===== config.mk =====
export PLATFORM = sky130hd
export DESIGN_NAME = psum_in_data_unpackage
export DESIGN_NICKNAME = d
export VERILOG_FILES = /design/src/rtl/psum_pkg.sv /design/src/rtl/psum_unpack_slot.sv /design/src/rtl/psum_in_data_unpackage.sv
export SDC_FILE = /design/constraint.sdc
export NUM_CORES = 1
export LEC_CHECK = 0
export CAP_MARGIN = 5
export CORE_ASPECT_RATIO = 0.7
export CORE_MARGIN = 2
export CORE_UTILIZATION = 35
export DETAILED_ROUTE_END_ITERATION = 10
export SLEW_MARGIN = 20
export SYNTH_ARGS = -nofsm -noshare
export SYNTH_HDL_FRONTEND = slang
export SYNTH_SLANG_ARGS = --single-unit

===== constraint.sdc =====
create_clock -name clk -period 4.32 [get_ports clk]
set_input_delay 1.08 -clock clk [delete_from_list [all_inputs] [get_ports clk]]
set_output_delay 1.08 -clock clk [all_outputs]
set_load 0.02 [all_outputs]

===== src/rtl/psum_pkg.sv =====
// Shared definitions for the psum input unpacker: default stream width,
// pointer width helper, slot record layout and the bit-count clamp.
package psum_pkg;

    localparam int C_S_AXIS_TDATA_WIDTH = 32;

    // Number of bits needed to represent value (clogb2(31) = 5)
    function automatic int clogb2(input int value);
        int r;
        r = 0;
        for (int i = 0; i < 32; i++) begin
            if ((value >> i) != 0) r = i + 1;
        end
        return r;
    endfunction

    localparam int PTR_W = clogb2(C_S_AXIS_TDATA_WIDTH - 1);

    // Slot contents at the default width; nbits holds 1..W
    typedef struct packed {
        logic [C_S_AXIS_TDATA_WIDTH-1:0] word;
        logic                            valid;
        logic                            last;
        logic [6:0]                      nbits;
    } slot_t;

    // Valid bit count of a tlast word: 0 or anything above the width means a full word
    function automatic logic [6:0] clamp_nbits(input logic [5:0] lwb, input logic [6:0] width);
        if (lwb == 6'd0 || {1'b0, lwb} > width) return width;
        return {1'b0, lwb};
    endfunction

endpackage


===== src/rtl/psum_unpack_slot.sv =====
// One storage slot of the unpacker: {word, valid, last, nbits}.
// Load has priority over clear; reset only invalidates the slot.
module psum_unpack_slot
    import psum_pkg::*;
#(
    parameter int W = C_S_AXIS_TDATA_WIDTH
) (
    input  logic         clk,
    input  logic         rst,
    input  logic         i_load,
    input  logic         i_clear,
    input  logic [W-1:0] i_word,
    input  logic         i_last,
    input  logic [6:0]   i_nbits,
    output logic [W-1:0] o_word,
    output logic         o_valid,
    output logic         o_last,
    output logic [6:0]   o_nbits
);

    logic [W-1:0] r_word;
    logic         r_valid;
    logic         r_last;
    logic [6:0]   r_nbits;

    // Occupancy flag: the only state that needs a reset
    always_ff @(posedge clk) begin
        if (rst)          r_valid <= 1'b0;
        else if (i_load)  r_valid <= 1'b1;
        else if (i_clear) r_valid <= 1'b0;
    end

    // Payload captured on load only; meaningless while the slot is empty
    always_ff @(posedge clk) begin
        if (i_load) begin
            r_word  <= i_word;
            r_last  <= i_last;
            r_nbits <= i_nbits;
        end
    end

    assign o_word  = r_word;
    assign o_valid = r_valid;
    assign o_last  = r_last;
    assign o_nbits = r_nbits;

endmodule


===== src/rtl/psum_in_data_unpackage.sv =====
// AXI4-Stream slave that serialises psum words LSB first, one bit per cycle.
// Two slots (CUR shifting, NXT waiting) give gap-free back-to-back streaming.
// Optional feature macro: PSUM_UNPACK_BITCNT_EN adds the bit_count output.
module psum_in_data_unpackage
    import psum_pkg::*;
#(
    parameter int C_S_AXIS_TDATA_WIDTH = psum_pkg::C_S_AXIS_TDATA_WIDTH
) (
    input  logic                            clk,
    input  logic                            rst,
    input  logic [5:0]                      last_word_bits,
    input  logic [C_S_AXIS_TDATA_WIDTH-1:0] s_axis_tdata,
    input  logic                            s_axis_tvalid,
    output logic                            s_axis_tready,
    input  logic                            s_axis_tlast,
    output logic                            out_valid,
    input  logic                            out_ready,
    output logic                            out_data,
    output logic                            out_last
`ifdef PSUM_UNPACK_BITCNT_EN
    ,
    output logic [31:0]                     bit_count
`endif
);

    localparam int W      = C_S_AXIS_TDATA_WIDTH;
    localparam int LPTR_W = clogb2(W - 1);

    localparam logic [1:0] S_EMPTY = 2'd0;
    localparam logic [1:0] S_ONE   = 2'd1;
    localparam logic [1:0] S_FULL  = 2'd2;

    logic [LPTR_W-1:0] r_ptr;
    logic [1:0]        w_state;

    logic [W-1:0] w_cur_word, w_nxt_word, w_cur_in_word;
    logic         w_cur_valid, w_nxt_valid, w_cur_last, w_nxt_last, w_cur_in_last;
    logic [6:0]   w_cur_nbits, w_nxt_nbits, w_cur_in_nbits, w_in_nbits;

    logic w_accept, w_xfer, w_at_end, w_cur_done;
    logic w_cur_load, w_cur_from_nxt, w_cur_clear, w_nxt_load;

    // Occupancy state, derived purely from the slot valid flags
    always_comb begin
        w_state = S_EMPTY;
        if (w_nxt_valid)      w_state = S_FULL;
        else if (w_cur_valid) w_state = S_ONE;
    end

    assign s_axis_tready = !rst && (w_state != S_FULL);
    assign w_accept      = s_axis_tvalid && s_axis_tready;
    assign w_in_nbits    = s_axis_tlast ? clamp_nbits(last_word_bits, 7'(W)) : 7'(W);

    assign w_xfer     = w_cur_valid && out_ready;
    assign w_at_end   = ({{(7-LPTR_W){1'b0}}, r_ptr} == (w_cur_nbits - 7'd1));
    assign w_cur_done = w_xfer && w_at_end;

    // CUR refills from NXT first; the input only goes straight to CUR when NXT is empty
    assign w_cur_from_nxt = w_cur_done && w_nxt_valid;
    assign w_cur_load     = w_cur_from_nxt || (w_accept && (!w_cur_valid || w_cur_done));
    assign w_cur_clear    = w_cur_done;
    assign w_nxt_load     = w_accept && w_cur_valid && !w_cur_done;

    assign w_cur_in_word  = w_cur_from_nxt ? w_nxt_word  : s_axis_tdata;
    assign w_cur_in_last  = w_cur_from_nxt ? w_nxt_last  : s_axis_tlast;
    assign w_cur_in_nbits = w_cur_from_nxt ? w_nxt_nbits : w_in_nbits;

    psum_unpack_slot #(.W(W)) u_cur (
        .clk     (clk),
        .rst     (rst),
        .i_load  (w_cur_load),
        .i_clear (w_cur_clear),
        .i_word  (w_cur_in_word),
        .i_last  (w_cur_in_last),
        .i_nbits (w_cur_in_nbits),
        .o_word  (w_cur_word),
        .o_valid (w_cur_valid),
        .o_last  (w_cur_last),
        .o_nbits (w_cur_nbits)
    );

    psum_unpack_slot #(.W(W)) u_nxt (
        .clk     (clk),
        .rst     (rst),
        .i_load  (w_nxt_load),
        .i_clear (w_cur_from_nxt),
        .i_word  (s_axis_tdata),
        .i_last  (s_axis_tlast),
        .i_nbits (w_in_nbits),
        .o_word  (w_nxt_word),
        .o_valid (w_nxt_valid),
        .o_last  (w_nxt_last),
        .o_nbits (w_nxt_nbits)
    );

    // Bit pointer into CUR: advances per transfer, wraps at the word's final bit
    always_ff @(posedge clk) begin
        if (rst)             r_ptr <= '0;
        else if (w_cur_done) r_ptr <= '0;
        else if (w_xfer)     r_ptr <= r_ptr + 1'b1;
    end

    assign out_valid = w_cur_valid;
    assign out_data  = w_cur_valid && w_cur_word[r_ptr];
    assign out_last  = w_cur_valid && w_cur_last && w_at_end;

`ifdef PSUM_UNPACK_BITCNT_EN
    logic [31:0] r_bit_count;

    // Transfers completed since reset or since the last out_last transfer
    always_ff @(posedge clk) begin
        if (rst)                       r_bit_count <= '0;
        else if (w_xfer && out_last)   r_bit_count <= '0;
        else if (w_xfer && r_bit_count != 32'hFFFF_FFFF) r_bit_count <= r_bit_count + 32'd1;
    end

    // Includes the transfer happening this cycle, saturating at all-ones
    assign bit_count = (w_xfer && r_bit_count != 32'hFFFF_FFFF) ? r_bit_count + 32'd1 : r_bit_count;
`endif

endmodule


==> metrics.csv <==
metric,value,unit
cts_max_level,3,
syn_area,0.003762,mm2
cp_cell_sequence,inv_1 > ha_1 > nand2b_1 > o211a_1 > o31ai_1 > and3_1 > and3_1 > clkdlybuf4s50_1,
antenna_found_initial,0,
synth_compound_area_frac,0.03991,
initial_utilization,0.3619,
tightest_slew,607.3,ps
yosys.area_share.adder,0.006651,
grt_max_degree,40,
arrival,2920,ps
ioPinCount,47,
cts.clk_slew.worst_paths,60,ps
place.gp.congestion,0.7383,
die_h,90.75,um
dp.cells,390,
setup_tns,0,ps
fp.dieW,127.9,um
status,"finished, final reports clean",
cts_root_buf,clkbuf_16,
p_leak,1.531,nW
rows,31,
synth_top_family_by_area,multiplexers,
powerDensity,409.4,mW/mm2
drive_gt1_frac,0.2564,
path_max_fanout,9,
finalCriticalPeriod,4003,ps
ys_ff_latch,85,
synth-edff-count,78,
async_reset_ff_frac,0,
drtIter0Drc,153,
skew,5.281,ps
slew_headroom,0.5952,
wl_per_cell,15.81,um
cts_tree,yes,
synth_cell_types,44,
viasPerCell,4.951,
final_common_cell,edfxtp_1,
layout.nets,314,
rsz0062_at_grt,no,
numCtsBuffers,9,
synth-simple-area-share,0.05687,
fin_cells,405,
cpMostUsedCell,and3_1,
finalHoldViolations,0,
maxCapViolations,0,
seq_area_frac_synth,0.6598,
track_usage,0.1212,
critPathSlowestCell,clkdlybuf4s50_1,
syn-num-nets,265,
hold_buffers,0,
grt_pass1_wl,10540,um
drv_slew,0,
max-clock-path-buffers,2,
crit_buf_inv,2,
drc,0,
fillers,918,
clock_latency,340,ps
setup_viol,0,
synthesis.instances,220,
area_delta_synth_final,23.81,%
cts_resized,0,
synthMuxAreaShare,0.1912,
num_vias,2005,
mostFrequentLayoutCells,"edfxtp_1 (78), clkdlybuf4s50_1 (46), mux2_2 (29)",
antenna_left,0,
period_share,0.9267,
path_class,register to primary output,
crit_path_start_kind,register,
placement.io_buffers,46,
cpPeakStageDelay,590,ps
dr.pass1.iters,5,
num_antenna_cells,0,
dp_hpwl,4258,um
synthXorXnorAreaFrac,0.01596,
die-area,0.01161,mm2
crit_family,simple AND/OR/NAND/NOR gates,
min_path_type,register to register,
core,0.01040,mm2
required,3240,ps
routed_wl,6404,um
postCtsSetupRepairBufs,0,
max_freq,249.8,MHz
avgSynthCellArea,17.10,um2
synth_top_flop_cell,edfxtp_1,
end_kind,primary output,
peakVddDrop,0.1935,mV
grt_pass1_vias,2070,
yosys_warnings,0,
cts_sinks,85,
overflow,0,
## flip-flops by register name, summed over array words and instances, names as in the netlist
signal         flops
u_cur.o_nbits      6
u_cur.o_word      32
u_nxt.o_nbits      6
u_cur.o_last       1
u_nxt.o_word      32
u_cur.o_valid      1
r_ptr              5
u_nxt.o_valid      1
u_nxt.o_last       1
## worst paths after layout
| path | to | from | cells past startpoint | slack [ps] |
|---|---|---|---|---|
| hold reg to reg | u_cur.o_nbits[0] | u_nxt.o_nbits[0] | 1 | 540 |
| hold / removal | u_cur.o_nbits[0] | u_nxt.o_nbits[0] | 1 | 540 |
| setup reg to reg | u_nxt.o_word[28] | u_cur.o_nbits[0] | 8 | 1560 |
| setup / recovery | out_last | u_cur.o_nbits[0] | 8 | 320 |
## where the power goes
group / switching (mW) / total (mW) / internal (mW) / leakage [nW]
combinational: 0.0662 / 0.153 / 0.0864 / 0.603
sequential: 0.0151 / 0.957 / 0.942 / 0.776
clock: 0.300 / 0.798 / 0.498 / 0.152
## metal layers
metal | global-route usage | share of wire | vias up
met2 | 0.1742 | 0.45 | 48
met4 | 0.03938 | 0.011 | 0
met5 | 0 | 0 | -
met3 | 0.05450 | 0.057 | 7
li1 | - | - | 956
met1 | 0.1635 | 0.48 | 994
## cell usage after synthesis, types with 2 or more instances
cell | instances | area share
mux2i_1 | 4 | 0.011
nor2b_1 | 3 | 0.0050
mux2_4 | 10 | 0.040
mux2_2 | 29 | 0.087
and2_1 | 6 | 0.010
a21oi_1 | 3 | 0.0040
o21ai_0 | 4 | 0.0053
clkbuf_1 | 4 | 0.0040
nor3_1 | 2 | 0.0027
mux4_2 | 9 | 0.054
nand2_1 | 4 | 0.0040
inv_1 | 6 | 0.0060
xnor2_1 | 2 | 0.0047
nor2_1 | 8 | 0.0080
ha_1 | 2 | 0.0067
xor2_1 | 3 | 0.0070
a2111oi_0 | 2 | 0.0047
nand2b_1 | 2 | 0.0033
dfxtp_1 | 7 | 0.037
buf_4 | 3 | 0.0060
edfxtp_1 | 78 | 0.62
and3_1 | 4 | 0.0067
nand3_1 | 4 | 0.0053
## cells by family (layout without fill, tap and decap cells)
group           after synthesis  in the layout
compound gates               19             19
xor+xnor                      6              6
fa+ha+maj                     2              2
buf+inv                      17             70
flops                        85             85
mux                          52             52
simple gates                 39             39
## metrics by stage
| step | setup slack, ps | hold slack, ps | util | instance area [um2] | power (mW) |
|---|---|---|---|---|---|
| global route | 84.69 | 558.7 | 0.4481 | 4658 | 1.977 |
| finish | 316.9 | 543.4 | 0.4481 | 4658 | 1.907 |
| floorplan | 594.6 | 523.1 | - | 3775 | 1.053 |
| CTS | 299.8 | 546.3 | 0.4481 | 4658 | 1.932 |
| global placement | 766.7 | 530.6 | 0.4189 | 4354 | 1.125 |
| detailed placement | 672.2 | 536.6 | 0.4189 | 4354 | 1.130 |
## final cells by class
type | instances | area, um2 | share of cell area
Clock buffer | 9 | 225.2 | 0.04835
Inverter | 6 | 22.52 | 0.004835
Sequential cell | 85 | 2482 | 0.5329
Tap cell | 132 | 165.2 | 0.03546
Timing Repair Buffer | 49 | 495.5 | 0.1064
Clock inverter | 6 | 78.83 | 0.01692
Multi-Input combinational cell | 118 | 1189 | 0.2552
(Power assumes the default switching activity.)
